$ cat src/rtl/mem_port_arbiter.sv
// Arbitrates one single-port memory between the loader, MEM-stage data port and IF-stage fetch.
// Grants are combinational; read data comes back one cycle later to whichever port owned the read.
module mem_port_arbiter #(
    parameter int AW         = 10,
    parameter int DW         = 32,
    parameter int STARVE_MAX = 4
) (
    input  logic                              clk,
    input  logic                              rst_n,
    input  logic                              ld_req,
    input  logic                              ld_we,
    input  logic [AW-1:0]                     ld_addr,
    input  logic [DW-1:0]                     ld_wdata,
    output logic                              ld_gnt,
    input  logic                              d_req,
    input  logic                              d_we,
    input  logic [AW-1:0]                     d_addr,
    input  logic [DW-1:0]                     d_wdata,
    output logic                              d_gnt,
    output logic                              d_rvalid,
    output logic [DW-1:0]                     d_rdata,
    input  logic                              i_req,
    input  logic [AW-1:0]                     i_addr,
    output logic                              i_gnt,
    output logic                              i_rvalid,
    output logic [DW-1:0]                     i_rdata,
    output logic                              mem_en,
    output logic                              mem_we,
    output logic [AW-1:0]                     mem_addr,
    output logic [DW-1:0]                     mem_wdata,
    input  logic [DW-1:0]                     mem_rdata,
    output logic                              fetch_stall,
    output logic [1:0]                        owner_state,
    output logic [$clog2(STARVE_MAX+1)-1:0]   starve_count
);

    localparam int CW = $clog2(STARVE_MAX + 1);

    typedef enum logic [1:0] {
        OWN_NONE = 2'd0,
        OWN_LD   = 2'd1,
        OWN_D    = 2'd2,
        OWN_I    = 2'd3
    } owner_t;

    owner_t        owner_q, owner_d;
    logic          rd_q, rd_d;
    logic [CW-1:0] cnt_q;
    logic [DW-1:0] d_hold_q, i_hold_q;
    logic          promote;

    assign promote = (cnt_q == CW'(STARVE_MAX));

    // Grants are gated by rst_n so nothing is issued while reset is held.
    always_comb begin
        ld_gnt    = 1'b0;
        d_gnt     = 1'b0;
        i_gnt     = 1'b0;
        mem_en    = 1'b0;
        mem_we    = 1'b0;
        mem_addr  = '0;
        mem_wdata = '0;
        owner_d   = OWN_NONE;
        if (rst_n) begin
            if (promote && i_req)  i_gnt  = 1'b1;
            else if (ld_req)       ld_gnt = 1'b1;
            else if (d_req)        d_gnt  = 1'b1;
            else if (i_req)        i_gnt  = 1'b1;
        end
        if (ld_gnt) begin
            mem_en    = 1'b1;
            mem_we    = ld_we;
            mem_addr  = ld_addr;
            mem_wdata = ld_wdata;
            owner_d   = OWN_LD;
        end else if (d_gnt) begin
            mem_en    = 1'b1;
            mem_we    = d_we;
            mem_addr  = d_addr;
            mem_wdata = d_wdata;
            owner_d   = OWN_D;
        end else if (i_gnt) begin
            mem_en    = 1'b1;
            mem_addr  = i_addr;
            owner_d   = OWN_I;
        end
        rd_d = mem_en & ~mem_we;
    end

    always_ff @(posedge clk or negedge rst_n) begin
        if (!rst_n) begin
            owner_q  <= OWN_NONE;
            rd_q     <= 1'b0;
            cnt_q    <= '0;
            d_hold_q <= '0;
            i_hold_q <= '0;
        end else begin
            owner_q <= owner_d;
            rd_q    <= rd_d;
            if (i_req && !i_gnt) begin
                if (!promote) cnt_q <= cnt_q + CW'(1);
            end else begin
                cnt_q <= '0;
            end
            if (d_rvalid) d_hold_q <= mem_rdata;
            if (i_rvalid) i_hold_q <= mem_rdata;
        end
    end

    assign d_rvalid = rd_q && (owner_q == OWN_D);
    assign i_rvalid = rd_q && (owner_q == OWN_I);

    // The memory output is only valid in the response cycle, so it is passed straight
    // through then and the captured copy is shown between responses.
    assign d_rdata = d_rvalid ? mem_rdata : d_hold_q;
    assign i_rdata = i_rvalid ? mem_rdata : i_hold_q;

    assign fetch_stall  = i_req & ~i_gnt;
    assign owner_state  = owner_q;
    assign starve_count = cnt_q;

endmodule

$ cat config.mk
export PLATFORM = sky130hd
export DESIGN_NAME = mem_port_arbiter
export DESIGN_NICKNAME = d
export VERILOG_FILES = /design/src/rtl/mem_port_arbiter.sv
export SDC_FILE = /design/constraint.sdc
export NUM_CORES = 1
export LEC_CHECK = 0
export CAP_MARGIN = 20
export CORE_MARGIN = 5
export CORE_UTILIZATION = 29
export CTS_BUF_LIST = sky130_fd_sc_hd__clkbuf_4
export DETAILED_ROUTE_END_ITERATION = 8
export PLACE_DENSITY = 0.7
export SLEW_MARGIN = 20
export SYNTH_ARGS = -nofsm -noshare
export SYNTH_HDL_FRONTEND = slang
export SYNTH_SLANG_ARGS = --single-unit
export TNS_END_PERCENT = 1
$ cat constraint.sdc
create_clock -name clk -period 4.35 [get_ports clk]
set_input_delay 0.435 -clock clk [delete_from_list [all_inputs] [get_ports clk]]
set_output_delay 0.435 -clock clk [all_outputs]
set_load 0.01 [all_outputs]
==> impl_metrics.env <==
export IMPL_worstPathArrival_ns=3.20
export IMPL_final_setup_skew_ns=0.00820
export IMPL_netlist_area_um2=3370
export IMPL_leftover_overflow_at_the_end_of_global_routing=0
export IMPL_initial_utilization=0.296
export IMPL_gr_usage_all_layers=0.174
export IMPL_cts_root_buffer_cell="sky130_fd_sc_hd__clkbuf_4"
export IMPL_final_hold_violation_count=0
export IMPL_min_period_ns=3.63
export IMPL_drt_pass1_iter_count=4
export IMPL_yosysUniqueCellTypes=28
export IMPL_run_status="completed"
export IMPL_ys_ff_latch=70
export IMPL_clkSinkCount=70
export IMPL_row_count=39
export IMPL_holdBufCountCts=1
export IMPL_fin_setup_tns_ns=0
export IMPL_floorplan_die_width_um=118
export IMPL_post_cts_setup_buffer_count=0
export IMPL_fp_dieH_um=118
export IMPL_ctsResizeCount=0
export IMPL_setup_viol=0
export IMPL_maximum_number_of_pins_on_one_net_before_global_route_repair=60
export IMPL_final_design_area_no_fill_um2=6130
export IMPL_insertion_delay_ns=0.41
export IMPL_cts_made_buffers=9
export IMPL_slew_limit_headroom=0.494
export IMPL_maxCapViolations=0
export IMPL_timing_setup_critical_path_class="reg -> out"
export IMPL_fmaxAchievable_ghz=0.275
export IMPL_layout_area_overhead_vs_synth_pct=81.7
export IMPL_via_count=3193
export IMPL_power_density_nw_per_um2=371
export IMPL_synth_warnings=0
export IMPL_clkSlewWorstSetupHoldPaths_ns=0.10
export IMPL_finish_net_count=647
export IMPL_final_max_slew_viol_count=0
export IMPL_ios=252
export IMPL_cell_breakdown_of_the_critical_path="inv_1, ha_1, nand3_2, nand3_1, inv_2, a22o_1, clkdlybuf4s50_1"
export IMPL_syn_area_per_cell_um2=12.9
export IMPL_type_of_origin_of_the_critical_path="register"
export IMPL_synth_top_cells_by_area="sky130_fd_sc_hd__dfrtp_1 52%, sky130_fd_sc_hd__mux2_2 21%, sky130_fd_sc_hd__a22o_1 8.6%, sky130_fd_sc_hd__nand3_1 3.3%, sky130_fd_sc_hd__a2bb2oi_1 2.6%"
export IMPL_crit_slowest_cell="sky130_fd_sc_hd__inv_2"
export IMPL_grt_pass1_vias=3531
export IMPL_drtIter0Drc=171
export IMPL_place_port_buffers=251
export IMPL_fp_coreArea_um2=11400
export IMPL_wire_per_inst_um=18.7
export IMPL_cts_tree="built"
export IMPL_worst_slew_pin_slew_ns=0.759
export IMPL_synth_seq_area_share=0.519
export IMPL_worst_ir_drop_vdd_v=0.000236
export IMPL_final_min_period_over_clock_period=0.835
export IMPL_total_inserted_antenna_cells=0
export IMPL_critical_path_max_stage_delay_ns=0.58
export IMPL_post_synth_inst_count=262
export IMPL_wire_length_of_the_first_global_routing_pass_um=19300
export IMPL_post_route_drc_count=0
export IMPL_path_max_fanout=34
export IMPL_required_ns=3.91
export IMPL_avgViaCountPerCell=4.85
export IMPL_totalPowerFinal_mw=2.28
export IMPL_detailed_place_hpwl_um=9870
export IMPL_drt_antenna_violating_nets=0
export IMPL_detailed_place_area_um2=6000
export IMPL_leakagePower_nw=2.55
export IMPL_floorplan_die_area_um2=13900
export IMPL_synth_largest_area_cell="sky130_fd_sc_hd__dfrtp_1"
export IMPL_hold_path_class="in -> async"
export IMPL_commonest_non_fill_non_tap_cells_in_the_layout="250 x sky130_fd_sc_hd__clkdlybuf4s50_1, 70 x sky130_fd_sc_hd__dfrtp_1, 64 x sky130_fd_sc_hd__mux2_2"
export IMPL_worst_setup_path_end_kind="output port"
export IMPL_routabilityCongestion=0.879
export IMPL_cts_htree_levels=3
export IMPL_share_of_post_route_cells_with_drive_strength_above_1=0.171
export IMPL_antenna_found_initial=0
export IMPL_maximum_number_of_buffers_from_clock_root_to_sink=2
export IMPL_synth_top_cell_area_share=0.519
export IMPL_rsz0062_at_grt="false"
export IMPL_drt_wl_total_um=12300
export IMPL_final_common_cell="sky130_fd_sc_hd__clkdlybuf4s50_1"
export IMPL_syn_num_nets=397
-- Yosys cell counts (all sizes together) --
cell type,instances
and2,3
a22o,33
a2bb2oi,10
o21a,1
nand3,23
o2bb2ai,1
nand2b,2
mux2,64
inv,8
and4b,1
ha,2
a21o,10
nand2,3
buf,16
nor2,1
a31oi,1
dfrtp,70
o2111a,1
clkbuf,4
nand3b,2
and3b,1
a21boi,1
a211oi,1
o31a,1
a211o,2
-- power by group --
group          total (mW)  switching (mW)  internal [mW]
clock network       0.392           0.217          0.175
logic                1.02           0.391          0.624
registers           0.868          0.0418          0.827
-- cell families after synthesis --
family	after synthesis	share of synthesized area
and+or+nand+nor	36	0.0593
DFF	70	0.519
AOI/OAI and AO/OA	62	0.156
adders and majority gates	2	0.00741
buffers and inverters	28	0.0445
muxes	64	0.214
-- stage by stage --
| stage | utilization | cells | setup slack (ns) | hold slack, ns |
|---|---|---|---|---|
| 4_1_cts | 0.537 | 659 | 0.672 | 0.447 |
| 3_3_place_gp | 0.525 | 643 | 0.906 | 0.338 |
| 3_5_place_dp | 0.525 | 643 | 0.806 | 0.344 |
| 5_1_grt | 0.537 | 659 | 0.377 | 0.464 |
| 6_report | 0.537 | 659 | 0.719 | 0.491 |
| 2_1_floorplan | - | 262 | 2.44 | 0.139 |
-- layer usage --
metal | up-vias | wire length (um) | GRT usage | share of wire
met5 | - | 0 | 0 | 0
met4 | 0 | 375 | 0.0674 | 0.030
met3 | 28 | 1000 | 0.0654 | 0.081
met2 | 157 | 6280 | 0.298 | 0.51
met1 | 1534 | 4670 | 0.197 | 0.38
li1 | 1474 | - | - | -
-- final timing paths --
path | depth (start not counted) | slack (ns) | startpoint | endpoint
setup reg to reg | 6 | 2.30 | starve_count[0] | owner_state[1]
hold / removal | 2 | 0.49 | rst_n | starve_count[2]
setup / recovery | 7 | 0.72 | starve_count[0] | mem_wdata[26]
max in group asynchronous | 3 | 2.81 | rst_n | d_hold_q[22]
min in group clk | 1 | 0.50 | d_hold_q[10] | d_hold_q[10]
hold reg to reg | 1 | 0.50 | d_hold_q[10] | d_hold_q[10]
-- critical path, delay by kind of cell (launching register included) --
family / cells / cell delay (ns)
AOI/OAI and AO/OA: 1 / 0.28
buffers and inverters: 3 / 1.19
and+or+nand+nor: 2 / 0.62
adders and majority gates: 1 / 0.25
DFF: 1 / 0.44
-- layout make-up --
class	instances	area, um^2
fill	1017	5290
tap	143	179
clock buffer	10	75.1
multi-input combinational	164	1470
inverter	8	30.0
clock inverter	5	51.3
sequential	70	1750
timing repair buffer	259	2570
-- flip-flops by register name, summed over array words and instances (netlist names) --
signal        flops
rd_q              1
starve_count      3
i_hold_q         32
d_hold_q         32
owner_state       2
No activity file was read; power rests on OpenSTA's default activity.
==> RTL change 1 (same flow settings) <==
Set the parameter `AW` to 9 (it was 10).
--- a/src/rtl/mem_port_arbiter.sv
+++ b/src/rtl/mem_port_arbiter.sv
@@ -1,7 +1,7 @@
 // Arbitrates one single-port memory between the loader, MEM-stage data port and IF-stage fetch.
 // Grants are combinational; read data comes back one cycle later to whichever port owned the read.
 module mem_port_arbiter #(
-    parameter int AW         = 10,
+    parameter int AW         = 9,
     parameter int DW         = 32,
     parameter int STARVE_MAX = 4
 ) (
Ports: changed (resized d_addr, i_addr, ld_addr and mem_addr); port bits go from 252 to 248. No check against the original RTL was run, so the function may have changed too.
==> RTL change 1 against the original RTL <==
- synthesized area fell by 0.93%
- critical path depth unchanged
- sequential cell count stayed put
- total power grew 0.68%
- final area shrank 1.2%
- largest power group unchanged
- utilization decreased by 0.43 points
- count of clock-buffer cells in the layout is 2 higher
- clock skew is 8.7 ps higher
- via count shrank 2.0%
- wire length is 5.3% higher
- highest routed layer unchanged
- first-iteration DRC count increased by 13%
- sequential share of layout area increased by 0.35 points
- setup slack got worse by 130 ps
==> RTL change 1: results (changes against the original RTL) <==
Htree depth - 3 (unchanged)
Vias in the first global route - 3449 (was 3531)
Worst R2R Setup Slack - 2400 ps (was 2300 ps)
Worst Clk Skew - 16.9 ps (was 8.20 ps)
Largest net degree at the start of global routing - 68 (was 60)
Initial antenna violation count - 1 (was 0)
Layout cells sized above 1 - 17.0% (was 17.1%)
DP HPWL - 10500 µm (was 9870 µm)
Synth Net Count - 390 (was 397)
Worst stage delay on the critical path - 630 ps (was 580 ps)
CP delay by family, top - buffers and inverters (unchanged)
Pre-Repair DR Iteration Count - 4 (unchanged)
Pleak - 2.52 nW (was 2.55 nW)
Worst-skew pair later-pin latency - 400 ps
Max FO, Critical Path - 34 (unchanged)
Clock buffer depth - 2 (unchanged)
Initial DRC count - 193 (was 171)
Peak VDD IR - 0.200 mV (was 0.236 mV)
Syn. warnings - 0 (unchanged)
Worst Reg-to-Reg Cells - 6 (unchanged)
First-pass GRT wire length - 19700 µm (was 19300 µm)
R2R Path Start - starve_count[0]$_DFFE_PN0P_ (unchanged)
Setup Crit Path Kind - reg2out (unchanged)
Via-per-instance ratio - 4.81 (was 4.85)
Routability-driven placement congestion ratio - 0.818 (was 0.879)
Critical path data arrival time - 3330 ps (was 3200 ps)
Run status - finished clean (unchanged)
DR WL/cell - 20.0 µm (was 18.7 µm)
Largest cells by area after synthesis - dfrtp_1 52%, mux2_2 22%, a22o_1 8.6% (was dfrtp_1 52%, mux2_2 21%, a22o_1 8.6%)
Hold Crit Class - in2async (unchanged)
Fin nets - 633 (was 647)
CTS clk-pin slew, worst paths - 100 ps (about the same)
Worst reg2reg endpoint - owner_state[1]$_DFF_PN0_ (unchanged)
Synth top cells by count - 70 x dfrtp_1, 64 x mux2_2, 33 x a22o_1, 21 x nand3_1, 12 x buf_2 (was 70 x dfrtp_1, 64 x mux2_2, 33 x a22o_1, 22 x nand3_1, 12 x buf_2)
Inserted Clock Buffers - 9 (unchanged)
Critical-path top delay cell - clkdlybuf4s50_1 (was inv_2)
Yosys cell types - 27 (was 28)
Port Buf Inserts - 247 (was 251)
Worst Tran Pin Value - 925 ps (was 759 ps)
All-layer global routing usage - 18.3% (was 17.4%)
Sequential element share of the synthesized area - 52.4% (was 51.9%)
Switching power share of the total - 28.5% (was 28.6%)
CTS Root Cell - clkbuf_4 (unchanged)
Gate power share - 44.0% (was 44.6%)
Slew Viols, Final - 0 (unchanged)
Async SR Flop Fraction - 100% (unchanged)
[RTL change 1: cell types whose count changed in the layout (fill, tap and decap cells not counted), moves of 2 or more]
cell / delta
clkbuf_4: +2
nand3_1: -2
buf_4: -3
clkdlybuf4s50_1: -4
[RTL change 1: metal layers]
| layer | wire length, µm | track usage [%] |
|---|---|---|
| met4 | 346 | 7.25 |
| met5 | 0 | 0 |
| met1 | 4470 | 17.8 |
| met2 | 7070 | 34.3 |
| met3 | 1110 | 7.07 |
[RTL change 1: cell families (layout without fill, tap and decap cells)]
| logic type | Yosys count | count (layout) | share of synthesized area [%] |
|---|---|---|---|
| AOI/OAI and AO/OA | 60 | 60 | 15.3 |
| adders and majority gates | 2 | 2 | 0.748 |
| buffers and inverters | 28 | 276 | 4.49 |
| DFF | 70 | 70 | 52.4 |
| muxes | 64 | 64 | 21.6 |
| other | 0 | 1 | 0 |
| and+or+nand+nor | 34 | 34 | 5.54 |
[RTL change 1: layout make-up]
class	instances	area (µm²)
flip-flops and latches	70	1750
well taps	143	179
diodes	1	2.50
multi-input cells	160	1450
inverters	8	30.0
clock inverters	4	47.5
clock buffers	12	90.1
repair buffers	252	2510
fillers	1011	5310
[RTL change 1: how the worst max path moves through the flow]
stage                               end  slack [ps]
after global placement    mem_wdata[19]         740
after global routing      mem_wdata[21]         300
after CTS                 mem_wdata[19]         520
after detailed placement  mem_wdata[19]         660
final                     mem_wdata[27]         580
after floorplan           mem_wdata[20]        2450
[RTL change 1: what timing repair did]
| action | 4_1_cts | 5_1_grt |
|---|---|---|
| resized for setup | 0 | 0 |
| hold endpoints to repair | 3 | 0 |
| setup buffers | 0 | 0 |
| hold buffers | 1 | 0 |
[RTL change 1: power by group through the flow]
stage / combinational (W) / sequential [W] / clock, W
final: 0.00101 / 0.000872 / 0.000411
after CTS: 0.00103 / 0.000875 / 0.000433
after global placement: 0.00101 / 0.000877 / 0
after floorplan: 0.000396 / 0.000871 / 0
after detailed placement: 0.00102 / 0.000889 / 0
after global routing: 0.00108 / 0.000888 / 0.000459
[RTL change 1: metrics by stage]
step	std cells	area, µm²	worst slack, ps	util (%)	hold WS [ps]
after floorplan	258	3340	2450	-	139
after global placement	632	5910	741	52.0	298
after detailed placement	632	5910	660	52.0	302
after CTS	649	6050	524	53.3	393
after global routing	650	6060	303	53.3	417
final	650	6060	585	53.3	438
==> RTL change 2 (same settings) <==
Without the edit above. Put one more register stage on the output `starve_count`, without a reset. The value now appears one clock later. The other outputs are not delayed to match.
--- a/src/rtl/mem_port_arbiter.sv
+++ b/src/rtl/mem_port_arbiter.sv
@@ -117,7 +117,9 @@
 
     assign fetch_stall  = i_req & ~i_gnt;
     assign owner_state  = owner_q;
-    assign starve_count = cnt_q;
+    always_ff @(posedge clk) begin
+        starve_count <= cnt_q;
+    end
 
 endmodule
 
Formal check against the unedited RTL: not equivalent (Yosys sat finds a counterexample within 4 cycles, from zero or initial values and one cycle with rst_n low).
==> RTL change 2 against the original RTL <==
- synthesized area grew 1.8%
- final area grew 1.1%
- first-iteration DRC count shrank 27%
- utilization grew 0.13 points
- setup slack gained 270 ps
- clock power grew 9.9%
- wire length grew 0.49%
- total power grew 2.7%
- critical path type unchanged
- sequential share of layout area grew 0.66 points
- sequential power grew 3.7%
- sequential cell count grew 3
==> RTL change 2: results (changes against the original RTL) <==
Run status - finished clean (unchanged)
Hold Crit Class - reg2reg (was in2async)
Synth Area in Adders - 0.729% (was 0.742%)
Sequential element share of the synthesized area - 52.8% (was 51.9%)
Vias in the first global route - 3480 (was 3531)
Worst Clk Skew - 15.4 ps (was 8.20 ps)
Worst stage delay on the critical path - 550 ps (was 580 ps)
Critical path data arrival time - 2930 ps (was 3200 ps)
Pleak - 2.58 nW (was 2.55 nW)
Initial DRC count - 124 (was 171)
Clock buffer depth - 2 (unchanged)
Hold_ws - 444 ps (was 491 ps)
Worst R2R Setup Slack - 2460 ps (was 2300 ps)
First-pass GRT wire length - 19100 µm (was 19300 µm)
Vias - 3184 (was 3193)
Largest net degree at the start of global routing - 63 (was 60)
Grt peak-use layer - met2 (unchanged)
Worst slack at placement - 1100 ps (was 806 ps)
Worst Tran Pin Value - 950 ps (was 759 ps)
CTS Root Cell - clkbuf_4 (unchanged)
Compound-Gate Fraction of Synth Area - 15.3% (was 15.6%)
DP Area - 6050 µm² (was 6000 µm²)
Top-count cell post-synth - dfrtp_1 (unchanged)
Count of final hold-check violations - 0 (unchanged)
GR Util met3 - 5.83% (was 6.54%)
Max FO, Critical Path - 34 (unchanged)
Synth Net Count - 400 (was 397)
Largest cells by area after synthesis - dfrtp_1 51%, mux2_2 21%, a22o_1 8.4% (was dfrtp_1 52%, mux2_2 21%, a22o_1 8.6%)
Met2 Use GR - 30.7% (was 29.8%)
M1 GR Usage - 18.3% (was 19.7%)
XOR/XNOR Fraction of Synth Area - 0% (unchanged)
Ys flop type - dfrtp_1 (unchanged)
Initial antenna violation count - 1 (was 0)
Syn. warnings - 0 (unchanged)
Pre-Repair DR Iteration Count - 5 (was 4)
Worst-skew pair later-pin latency - 410 ps (about the same)
CTS clk-pin slew, worst paths - 120 ps (was 100 ps)
Async SR Flop Fraction - 95.9% (was 100%)
DR WL/cell - 18.7 µm (about the same)
Layout cells sized above 1 - 17.2% (was 17.1%)
Htree depth - 3 (unchanged)
Port Buf Inserts - 251 (unchanged)
Peak VDD IR - 0.128 mV (was 0.236 mV)
Mux share of post-synthesis cell area - 21.0% (was 21.4%)
Max Freq - 297 MHz (was 275 MHz)
Fin nets - 648 (was 647)
All-layer global routing usage - 16.9% (was 17.4%)
Yosys cell types - 29 (was 28)
Initial core utilization - 29.8% (was 29.6%)
Synth top cells by count - 70 x dfrtp_1, 64 x mux2_2, 33 x a22o_1, 22 x nand3_1, 12 x buf_2 (unchanged)
TNS Setup - 0 ps (unchanged)
Post-CTS sizing - 0 (unchanged)
Regs by FF count - d_hold_q: 32 flops, i_hold_q: 32 flops
Routability-driven placement congestion ratio - 0.825 (was 0.879)
Critical-path top delay cell - clkdlybuf4s50_1 (was inv_2)
CP delay by family, top - buffers and inverters (unchanged)
DP HPWL - 9810 µm (was 9870 µm)
## RTL change 2: timing repair
action                                  CTS  global route
hold endpoints to repair                  8             0
hold buffers                              1             0
setup buffers                             0             0
endpoints found under the setup margin    0             0
## RTL change 2: final cells by class
cell class | count | area (µm²)
inverters | 8 | 30.0
well taps | 143 | 179
repair buffers | 257 | 2560
flip-flops and latches | 73 | 1810
fillers | 995 | 5320
diodes | 1 | 2.50
clock buffers | 10 | 75.1
clock inverters | 6 | 66.3
multi-input cells | 164 | 1480
## RTL change 2: final timing paths
check | depth (start not counted) | from | end
min in group asynchronous | 2 | rst_n | i_hold_q[18]$_DFF_PN0_
worst max register to register | 3 | owner_state[1]$_DFF_PN0_ | d_hold_q[7]$_DFF_PN0_
worst min register to register | 0 | cnt_q[1]$_DFFE_PN0P_ | starve_count[1]$_DFF_P_
worst min-delay path | 0 | cnt_q[1]$_DFFE_PN0P_ | starve_count[1]$_DFF_P_
max in group asynchronous | 3 | rst_n | d_hold_q[25]$_DFF_PN0_
worst max-delay path | 8 | cnt_q[0]$_DFFE_PN0P_ | mem_wdata[11]
## RTL change 2: cells by family after synthesis
group | count (synthesis)
DFF | 73
muxes | 64
AOI/OAI and AO/OA | 62
and+or+nand+nor | 36
buffers and inverters | 28
adders and majority gates | 2
## RTL change 2: where the power goes
group	leakage [nW]	internal [W]	switching, W	total, W
Combinational	1.65	0.000623	0.000384	0.00101
Sequential	0.849	0.000857	0.0000435	0.000900
Clock	0.0811	0.000185	0.000246	0.000431
Total	2.58	0.00166	0.000673	0.00234
## RTL change 2: metal layers
| metal | wire, µm | share of wire (%) |
|---|---|---|
| met1 | 4720 | 38 |
| met3 | 952 | 7.7 |
| met4 | 289 | 2.3 |
| met5 | 0 | 0 |
| met2 | 6430 | 52 |
## RTL change 2: per-stage QoR
| step | cells | util [%] |
|---|---|---|
| 6_report | 662 | 53.8 |
| 5_1_grt | 662 | 53.8 |
| 4_1_cts | 661 | 53.8 |
| 3_5_place_dp | 644 | 52.5 |
| 3_3_place_gp | 644 | 52.5 |
| 2_1_floorplan | 265 | - |
